## src/rtl/mem_param.sv

```systemverilog
`default_nettype none
// ============================================================================
// Module   : mem_param
// Desc     : Parametrised single-port RAM with byte-enable writes, registered
//            read with valid strobe, post-reset clear sweep and error flag.
//            Optional define MEM_BYPASS_EN: write-first forwarding when a
//            write and a read hit the same address in the same cycle.
// Revision : 1.0 - initial release
// ============================================================================
module mem_param #(
  parameter int DATA_W = 8,
  parameter int ADDR_W = 4,
  parameter int DEPTH  = 16,
  localparam int BE_W  = DATA_W / 8
) (
  input  logic              clk,
  input  logic              rst,
  input  logic              wr,
  input  logic              rd,
  input  logic [ADDR_W-1:0] addr,
  input  logic [BE_W-1:0]   be,
  input  logic [DATA_W-1:0] Datain,
  output logic [DATA_W-1:0] Dataout,
  output logic              rd_valid,
  output logic              busy,
  output logic              err
);

  localparam logic [ADDR_W:0]   c_DEPTH = (ADDR_W + 1)'(DEPTH);
  localparam logic [ADDR_W-1:0] c_LAST  = ADDR_W'(DEPTH - 1);

  typedef enum logic [0:0] {
    ST_INIT  = 1'b0,
    ST_READY = 1'b1
  } state_t;

  state_t            r_state;
  state_t            w_state_nxt;
  logic [DATA_W-1:0] r_mem [DEPTH];
  logic [ADDR_W-1:0] r_cnt;
  logic [DATA_W-1:0] r_dout;
  logic              r_rd_valid;
  logic              r_busy;
  logic              r_err;
  logic              w_ready;
  logic              w_addr_ok;
  logic              w_do_wr;
  logic [DATA_W-1:0] w_old;
  logic [DATA_W-1:0] w_rd_word;

  assign w_ready   = (r_state == ST_READY);
  assign w_addr_ok = ({1'b0, addr} < c_DEPTH);
  assign w_do_wr   = w_ready && wr && w_addr_ok;
  assign w_old     = r_mem[addr];

`ifdef MEM_BYPASS_EN
  for (genvar k = 0; k < BE_W; k++) begin : g_byp
    assign w_rd_word[8*k +: 8] = (w_do_wr && be[k]) ? Datain[8*k +: 8] : w_old[8*k +: 8];
  end
`else
  assign w_rd_word = w_old;
`endif

  always_comb begin
    w_state_nxt = r_state;
    case (r_state)
      ST_INIT:  if (r_cnt == c_LAST) w_state_nxt = ST_READY;
      ST_READY: w_state_nxt = ST_READY;
      default:  w_state_nxt = ST_INIT;
    endcase
  end

  always_ff @(posedge clk) begin
    if (rst) begin
      r_state <= ST_INIT;
      r_cnt   <= '0;
      r_busy  <= 1'b1;
    end else begin
      r_state <= w_state_nxt;
      r_busy  <= (w_state_nxt == ST_INIT);
      if (r_state == ST_INIT) r_cnt <= r_cnt + 1'b1;
    end
  end

  // Contents survive rst; only the sweep (rst low, INIT) zeroes them.
  always_ff @(posedge clk) begin
    if (!rst) begin
      if (!w_ready) begin
        r_mem[r_cnt] <= '0;
      end else if (w_do_wr) begin
        for (int k = 0; k < BE_W; k++) begin
          if (be[k]) r_mem[addr][8*k +: 8] <= Datain[8*k +: 8];
        end
      end
    end
  end

  always_ff @(posedge clk) begin
    if (rst) begin
      r_dout     <= '0;
      r_rd_valid <= 1'b0;
      r_err      <= 1'b0;
    end else begin
      r_err      <= (wr || rd) && !(w_ready && w_addr_ok);
      r_rd_valid <= w_ready && rd;
      if (w_ready && rd) r_dout <= w_addr_ok ? w_rd_word : '0;
    end
  end

  assign Dataout  = r_dout;
  assign rd_valid = r_rd_valid;
  assign busy     = r_busy;
  assign err      = r_err;

endmodule
`default_nettype wire
```

## config.mk

```make
export PLATFORM = sky130hd
export DESIGN_NAME = mem_param
export DESIGN_NICKNAME = d
export VERILOG_FILES = /design/src/rtl/mem_param.sv
export SDC_FILE = /design/constraint.sdc
export NUM_CORES = 1
export LEC_CHECK = 0
export CAP_MARGIN = 20
export CORE_UTILIZATION = 36
export CTS_BUF_LIST = sky130_fd_sc_hd__clkbuf_4
export CTS_CLUSTER_DIAMETER = 30
export DETAILED_ROUTE_END_ITERATION = 6
export PLACE_DENSITY_LB_ADDON = 0.15
export SLEW_MARGIN = 5
export SYNTH_ARGS = -nofsm -noshare
export SYNTH_HDL_FRONTEND = slang
export SYNTH_SLANG_ARGS = --single-unit
```

## constraint.sdc

```tcl
create_clock -name clk -period 2.89 [get_ports clk]
set_clock_uncertainty 0.15 [all_clocks]
set_input_delay 0.4335 -clock clk [delete_from_list [all_inputs] [get_ports clk]]
set_output_delay 0.4335 -clock clk [all_outputs]
set_load 0.005 [all_outputs]
```

==> impl_metrics.env <==
export IMPL_fp_dieW_um=127.6
export IMPL_r2r_cells=4
export IMPL_ys_ff_latch=144
export IMPL_crit_required_ps=2910
export IMPL_dp_hpwl_mm=8.122
export IMPL_gp_congestion=0.7389
export IMPL_layout_commonest_cell="edfxtp_1"
export IMPL_setup_viol=0
export IMPL_n_antenna_cell=0
export IMPL_h_tree_depth=4
export IMPL_area_sequential_sq_mm=0.004164
export IMPL_port_buffers=27
export IMPL_grtUsageTotal=0.1694
export IMPL_cap_violations=0
export IMPL_status="finished clean"
export IMPL_place_area_sq_mm=0.006406
export IMPL_root_buffer="clkbuf_4"
export IMPL_dr_pass1_iters=4
export IMPL_slew_headroom=0.4777
export IMPL_numClockSinks=144
export IMPL_rsz0062_at_grt="false"
export IMPL_synth_cell_types=38
export IMPL_fillCellCount=1426
export IMPL_leakage_nw=2.434
export IMPL_yosysWarnings=0
export IMPL_syn_avg_cell_area_sq_um=19.05
export IMPL_antenna_found_initial=0
export IMPL_core_area_sq_mm=0.01531
export IMPL_setup_tns_ps=0
export IMPL_viasPerCell=4.883
export IMPL_timing_hold_violations_final=0
export IMPL_design_area_sq_mm=0.006641
export IMPL_start_util=0.3706
export IMPL_min_period_over_period=0.8123
export IMPL_hold_depth=2
export IMPL_grt_max_degree=37
export IMPL_holdBufCountCts=0
export IMPL_nNetsFinal=383
export IMPL_drive_gt1_frac=0.2672
export IMPL_synthCells=298
export IMPL_clk_latency_ps=530
export IMPL_syn_nets=316
export IMPL_route_final_wire_length_mm=12.45
export IMPL_cts_buffer_depth=2
export IMPL_cts_resized_gates=0
export IMPL_min_path_type="flip-flop to flip-flop"
export IMPL_most_common_layout_cells="edfxtp_1 (128), buf_4 (33), clkdlybuf4s50_1 (26)"
export IMPL_drt_iter0_markers=147
export IMPL_p_total_mw=3.577
export IMPL_ios=28
export IMPL_finalCriticalPeriod_ps=2348
export IMPL_tightest_slew_ps=780.6
export IMPL_fin_util=0.4337
export IMPL_ant_nets=0
export IMPL_crit_arrival_ps=2360
export IMPL_grt_pass1_wl_mm=18.77
export IMPL_dieArea_sq_mm=0.01627
export IMPL_crit_type="flip-flop to flip-flop"
export IMPL_pwr_density_cell_mw_per_mm2=538.6
export IMPL_start_kind="flip-flop"
export IMPL_placementRows=45
export IMPL_cts_tree="built"
export IMPL_path_clk_slew_ps=110
export IMPL_end_kind="flip-flop"
export IMPL_syn_cell_area_sq_mm=0.005675
export IMPL_overflow=0
export IMPL_multi_input_area_sq_mm=0.001414
export IMPL_drv_slew=0
export IMPL_grt_pass1_vias=3024
export IMPL_syn2layout_area_growth_pct=17.02
export IMPL_peakVddDrop_mv=0.3525
export IMPL_ys_seq_area_frac=0.7337
export IMPL_post_cts_setup_buffers=0
export IMPL_crit_path_max_fanout=11
export IMPL_cts_buffers=17
export IMPL_drc=0
export IMPL_clock_fmax_mhz=426.0
export IMPL_num_vias=2876
export IMPL_wire_per_inst_um=21.14
export IMPL_die_h_um=127.6
==> cell type report <==
cell class | instances | area share
clock buffers | 22 | 0.02487
clock inverters | 10 | 0.01055
inverters | 3 | 0.001696
multi-input cells | 137 | 0.2129
flip-flops and latches | 144 | 0.6270
well taps | 211 | 0.03975
repair buffers | 62 | 0.08327
==> registers in the layout, summed over array words and instances (netlist names) <==
register	cells
r_mem	128
Dataout	8
r_cnt	4
busy	1
err	1
r_state	1
rd_valid	1
==> worst paths after layout <==
| check | startpoint | end | slack [ps] |
|---|---|---|---|
| max | r_state | r_mem[4][4] | 540 |
| min | Dataout[0] | Dataout[0] | 350 |
| max reg2reg | r_state | r_mem[4][4] | 540 |
| min reg2reg | Dataout[0] | Dataout[0] | 350 |
==> power by group <==
part / total [mW] / switching, mW / internal (mW)
logic: 0.195 / 0.0960 / 0.0986
clock network: 1.12 / 0.659 / 0.456
registers: 2.27 / 0.0103 / 2.26
==> synth_stat cells <==
cell,n,share of area
a21oi_1,3,0.0026
a221oi_1,1,0.0015
a22oi_1,7,0.0093
a31oi_1,5,0.0055
and2_1,10,0.011
and3b_1,1,0.0015
and4b_1,1,0.0018
buf_1,2,0.0013
buf_12,1,0.0035
buf_2,5,0.0044
buf_4,1,0.0013
buf_6,1,0.0020
clkbuf_1,4,0.0026
dfxtp_1,16,0.056
edfxtp_1,128,0.68
ha_1,1,0.0022
inv_1,2,0.0013
inv_2,1,0.00066
mux2_2,10,0.020
mux2i_1,12,0.021
mux4_1,6,0.028
mux4_2,24,0.095
nand2_1,8,0.0053
nand2b_1,1,0.0011
nand3_1,1,0.00088
nand4_1,1,0.0011
nand4b_1,2,0.0031
nand4bb_1,1,0.0020
nor2_1,23,0.015
nor2b_1,1,0.0011
nor3_1,2,0.0018
nor3b_1,2,0.0026
o211ai_1,1,0.0013
o21ai_1,7,0.0062
or2_2,2,0.0022
or3_1,1,0.0011
xnor2_1,1,0.0015
xor2_1,2,0.0031
==> per-layer routing <==
layer,vias to the layer above,global-route usage,part of all wire
met5,-,0,0
met4,0,0.06303,0.014
met3,15,0.04188,0.043
met2,47,0.2806,0.50
met1,1478,0.2156,0.44
li1,1336,-,-
==> critical path, cell delays in order (launching register included) <==
cell,delay [ps]
dfxtp_1,530
and4b_1,360
buf_4,190
a31oi_1,110
nor2_1,620
==> stage by stage <==
step | hold WS (ps) | setup WS [ps] | cells
final | 348.6 | 542.4 | 589
after detailed placement | 331.5 | 123.8 | 557
after CTS | 338.2 | 531.4 | 589
after floorplan | 300.0 | 558.7 | 298
after global routing | 383.4 | 318.9 | 589
after global placement | 332.2 | 126.5 | 557
==> cell families after synthesis <==
logic type               count (synthesis)  synth area share
buffers and inverters                   17           0.01720
multiplexers                            52            0.1640
adder cells (fa/ha/maj)                  1          0.002204
XOR/XNOR                                 3          0.004630
AO/OA/AOI/OAI                           24           0.02645
flip-flops                             144            0.7337
AND/OR/NAND/NOR                         57           0.05181
(Power assumes the default switching activity.)
